<file path="src/rtl/input_conditioner.sv">
// input_conditioner: synchronises, debounces and edge-detects the board KEY/SW pins
// ahead of the buttons/switches PIO inputs. It also keeps sticky per-button press
// flags that software clears by writing 1 to flag_clr.
module input_conditioner #(
    parameter int N_BTN           = 4,
    parameter int N_SW            = 10,
    parameter int DEBOUNCE_CYCLES = 500000,
    parameter int SYNC_STAGES     = 2,
    parameter bit BTN_ACTIVE_LOW  = 1'b1
) (
    input  logic             clk_clk,
    input  logic             reset_reset_n,
    input  logic [N_BTN-1:0] key_raw,
    input  logic [N_SW-1:0]  sw_raw,
    output logic [N_BTN-1:0] btn_level,
    output logic [N_BTN-1:0] btn_press,
    output logic [N_BTN-1:0] btn_release,
    output logic [N_BTN-1:0] btn_flags,
    input  logic [N_BTN-1:0] flag_clr,
    output logic [N_SW-1:0]  sw_level,
    output logic             sw_change
);

    localparam int NB = N_BTN + N_SW;
    localparam int CW = $clog2(DEBOUNCE_CYCLES + 1);
    localparam logic [CW-1:0] CNT_LAST = CW'(DEBOUNCE_CYCLES - 1);

    // Buttons are turned active-high before synchronising, so every stage resets to "released".
    logic [N_BTN-1:0] key_act;
    logic [NB-1:0]    raw_all;
    logic [NB-1:0]    level_bus;
    logic [NB-1:0]    upd_bus;

    assign key_act = BTN_ACTIVE_LOW ? ~key_raw : key_raw;
    assign raw_all = {sw_raw, key_act};

    genvar gi;
    generate
        for (gi = 0; gi < NB; gi++) begin : g_bit
            logic [SYNC_STAGES-1:0] sync_q, sync_d;
            logic [CW-1:0]          cnt_q, cnt_d;
            logic                   lvl_q, lvl_d;
            logic                   upd;
            logic                   s;

            assign s = sync_q[SYNC_STAGES-1];

            // Shift the synchroniser and count how long s has disagreed with the accepted level.
            always_comb begin
                sync_d = {sync_q[SYNC_STAGES-2:0], raw_all[gi]};
                cnt_d  = cnt_q;
                lvl_d  = lvl_q;
                upd    = 1'b0;
                if (s == lvl_q) begin
                    cnt_d = '0;
                end else if (cnt_q == CNT_LAST) begin
                    lvl_d = s;
                    cnt_d = '0;
                    upd   = 1'b1;
                end else begin
                    cnt_d = cnt_q + CW'(1);
                end
            end

            // Per-bit synchroniser, debounce counter and accepted level.
            always_ff @(posedge clk_clk) begin
                if (!reset_reset_n) begin
                    sync_q <= '0;
                    cnt_q  <= '0;
                    lvl_q  <= 1'b0;
                end else begin
                    sync_q <= sync_d;
                    cnt_q  <= cnt_d;
                    lvl_q  <= lvl_d;
                end
            end

            assign level_bus[gi] = lvl_q;
            assign upd_bus[gi]   = upd;
        end
    endgenerate

    logic [N_BTN-1:0] press_q, press_d;
    logic [N_BTN-1:0] release_q, release_d;
    logic [N_BTN-1:0] flags_q, flags_d;
    logic             sw_change_q, sw_change_d;

    // An update flips the level, so the pre-update level tells press from release.
    // Setting a flag takes priority over clearing it on the same edge.
    always_comb begin
        press_d     = upd_bus[N_BTN-1:0] & ~level_bus[N_BTN-1:0];
        release_d   = upd_bus[N_BTN-1:0] &  level_bus[N_BTN-1:0];
        flags_d     = (flags_q & ~flag_clr) | press_d;
        sw_change_d = |upd_bus[NB-1:N_BTN];
    end

    // Pulses and flags are registered on the same edge as the level they describe.
    always_ff @(posedge clk_clk) begin
        if (!reset_reset_n) begin
            press_q     <= '0;
            release_q   <= '0;
            flags_q     <= '0;
            sw_change_q <= 1'b0;
        end else begin
            press_q     <= press_d;
            release_q   <= release_d;
            flags_q     <= flags_d;
            sw_change_q <= sw_change_d;
        end
    end

    assign btn_level   = level_bus[N_BTN-1:0];
    assign sw_level    = level_bus[NB-1:N_BTN];
    assign btn_press   = press_q;
    assign btn_release = release_q;
    assign btn_flags   = flags_q;
    assign sw_change   = sw_change_q;

endmodule

</file>
<file path="config.mk">
export PLATFORM = sky130hd
export DESIGN_NAME = input_conditioner
export DESIGN_NICKNAME = d
export VERILOG_FILES = /design/src/rtl/input_conditioner.sv
export SDC_FILE = /design/constraint.sdc
export NUM_CORES = 1
export LEC_CHECK = 0
export CAP_MARGIN = 20
export CORE_MARGIN = 10
export CORE_UTILIZATION = 65
export CTS_BUF_LIST = sky130_fd_sc_hd__clkbuf_16
export DETAILED_ROUTE_END_ITERATION = 10
export PLACE_DENSITY = 0.8
export SLEW_MARGIN = 10
export SYNTH_ARGS = -nofsm -noshare
export SYNTH_HDL_FRONTEND = slang
export SYNTH_SLANG_ARGS = --single-unit
export TNS_END_PERCENT = 10
</file>
<file path="constraint.sdc">
create_clock -name clk_clk -period 4.4 [get_ports clk_clk]
set_input_delay 1.32 -clock clk_clk [delete_from_list [all_inputs] [get_ports clk_clk]]
set_output_delay 1.32 -clock clk_clk [all_outputs]
set_load 0.005 [all_outputs]
</file>
==> impl_results.md <==
* H-tree depth at 2
* Top-count cell post-synth: dfxtp_1
* Worst hold start: g_bit[7].sync_q[0]$_SDFF_PN0_
* Buf+Inv Stages, Crit Path at 1
* Unrepaired setup endpoints after global routing: false
* Design area at 15290 sq um
* Number of antenna violations at the first check in global routing at 0
* Post-synthesis instance total at 1502
* Reg2reg path depth at 5
* Footprint of the multi-input gates at 6778 sq um
* Slew @ Worst Pin at 0.8167 ns
* Synth Cell Area at 13640 sq um
* TritonCTS Sinks at 321
* Largest delay contributor family on the critical path: buffers and inverters
* WP data required at 3.08 ns
* Hold endpoint: g_bit[7].sync_q[1]$_SDFF_PN0_
* GPL Wtd Cong at 0.8388
* Post-synth top flop: dfxtp_1
* CTS tree: built
* Nets at 1581
* Die width at 164.9 um
* Max cap viols at 0
* Skew final at 0.009677 ns
* Synth Area in XOR/XNOR at 15.93%
* TritonRoute pass-1 iters at 4
* Die area at 27180 sq um
* Setup-failing EPs final at 0
* Pwr dens at 379.6 nW/um^2
* Worst Setup End Kind: primary output
* I/O Pins at 47
* Post-synth EDFFs at 0
* Post-CTS Resized at 0
* Adder-cell share of the synthesized area at 1.284%
* Core Area at 20430 sq um
* Placed inst area at 14180 sq um
* ANT nets after route at 0
* Leak Pwr at 4.935 nW
* Largest net degree at the start of global routing at 31
* Critical R2R Capture: g_bit[11].cnt_q[3]$_SDFF_PP0_
* Number of cells on the worst hold path at 1
* Routed vias at 9883
* Grt ovf at 0
* Outcome: finished clean
* Final TNS setup at 0 ns
* Asr flop ratio synth at 0%
* Cells along the critical path: clkdlybuf4s50_1
* Layout cells sized above 1 at 5.976%
* Maximum vdd drop at 0.3141 mV
* All-layer global routing usage at 17.98%
* R2R setup slack at 2.31 ns
* Synth top cells by count: 321 x dfxtp_1, 318 x nor2_1, 129 x xor2_1
* Synth top area share at 47.11%
* Synth warnings at 0
* CP arrival at 1.47 ns
* Number of fill cells at 1533
* Initial Utilization at 66.76%
* Cell variety after synth at 61
* Launch point of the worst reg-to-reg path: g_bit[11].cnt_q[0]$_SDFF_PP0_
* # port buffers at 46
* Final Hold Viols at 0
* Number of global-route vias before repair at 9615
* CTS Hold Buffers Added at 0
* Die H at 164.9 um
* First-pass GRT wire length at 42550 um
* Seq/Total Area, Yosys at 47.11%
* Syn_area_per_cell at 9.081 sq um
* Synth Area in Compound Gates at 1.523%
* Bufs on Longest Clock Path at 3
* Hold_ws at 0.4291 ns
* Drt drc at 0
* DRT iter0 DRCs at 535
* Clock Latency Late Sink at 0.50 ns
* Crit Path Class: reg2out
* Slew margin rel. at 45.05%
* Synth area leaders: dfxtp_1 47%, nor2_1 8.8%, xor2_1 8.3%
* Synthesized flop and latch total at 321
* Crit path max fanout at 3
* Slowest CP cell: clkdlybuf4s50_1
* Main combinational cell family by area after synthesis: simple AND/OR/NAND/NOR gates
* Max Freq at 358.0 MHz
* Reg area at 6426 sq um
* Inserted Clock Buffers at 35
* Rows at 52
* Tcrit/Tclk final at 63.49%
* Wire per inst at 13.12 um
* Synth area leader: dfxtp_1
* Mux share of post-synthesis cell area at 0.8073%
* CP peak stage delay at 0.54 ns
* Crit path launch type: flip-flop
* Post-DP HPWL at 16000 um
* Synth Area in Simple Gates at 30.15%
* Synth Net Count at 1536
* Vias per std cell at 5.362
* Type of the worst min-delay path: reg2reg
* CTS root buf: clkbuf_16
* Min cycle time layout at 2.794 ns
* Area Overhead vs Synth at 12.14%
* Final Max Tran Viols at 0
* Number of post-CTS setup repair buffers at 0
* Clk slew on worst S/H paths at 0.06 ns
* Drt total wl at 24170 um
* Antenna Cells at 0
[cell families after synthesis]
logic type	Yosys count
simple gates	798
flops	321
xor+xnor	248
buf+inv	84
compound gates	26
fa+ha+maj	14
mux	11
[power by group]
group	switching (mW)	internal [mW]	leakage (nW)
clock	1.11	1.69	0.561
sequential	0.00955	2.92	2.59
combinational	0.0396	0.0313	1.78
[state kept, by name (all words and copies together), names as in the netlist]
signal and flops:
btn_release 4, btn_flags 4, sw_change 1, g_bit.cnt_q 266
g_bit.lvl_q 14, g_bit.sync_q 28, btn_press 4
[per-layer routing]
metal / GRT usage, % / up-vias / wire, um
met5: 0 / - / 0
met4: 5.958 / 0 / 517
met3: 3.684 / 42 / 946
met2: 30.14 / 120 / 11430
met1: 22.66 / 4610 / 11280
li1: - / 5111 / -
[area by class of cell]
cell class,instances,share of cell area (%)
Clock inverter,26,1.227
Tap cell,270,2.209
Timing Repair Buffer,49,3.125
Sequential cell,321,42.02
Inverter,43,1.055
Clock buffer,37,6.054
Multi-Input combinational cell,1097,44.31
[placed cells by master, fill, tap and decap left out, drive strengths merged, types with 4 or more instances in the layout]
cell / count
buf: 4
nand2: 93
clkbuf: 37
and4: 14
mux2i: 11
clkdlybuf4s50: 45
o211ai: 4
clkinv: 15
and3: 28
o21ai: 6
ha: 14
nor3b: 9
and2: 29
inv: 49
nand3b: 10
a21oi: 4
nor2b: 19
nand4: 63
nor4bb: 5
nand3: 96
a21boi: 5
dfxtp: 321
nor3: 38
xnor2: 119
nor4b: 18
or3: 8
nor4: 20
nor2: 328
or4: 4
xor2: 129
[worst max-delay path by stage]
stage                                 start  cells past startpoint                             end
3_3_place_gp                  reset_reset_n                      3  g_bit[11].cnt_q[14]$_SDFF_PP0_
3_5_place_dp                  reset_reset_n                      3  g_bit[10].cnt_q[13]$_SDFF_PP0_
4_1_cts         g_bit[3].lvl_q$_SDFFE_PN0P_                      1                    btn_level[3]
6_report       g_bit[13].lvl_q$_SDFFE_PN0P_                      1                     sw_level[9]
5_1_grt         g_bit[0].lvl_q$_SDFFE_PN0P_                      1                    btn_level[0]
2_1_floorplan                 reset_reset_n                      5  g_bit[11].cnt_q[10]$_SDFF_PP0_
[metrics by stage]
| stage | total power [mW] | utilization [%] | setup slack, ns | cells |
|---|---|---|---|---|
| 2_1_floorplan | 3.043 | - | 1.994 | 1502 |
| 3_3_place_gp | 3.066 | 69.41 | 1.521 | 1780 |
| 3_5_place_dp | 3.068 | 69.41 | 1.440 | 1780 |
| 4_1_cts | 5.868 | 74.87 | 1.574 | 1843 |
| 5_1_grt | 6.008 | 74.87 | 1.526 | 1843 |
| 6_report | 5.806 | 74.87 | 1.606 | 1843 |
Power figures use the tool's default switching activity.
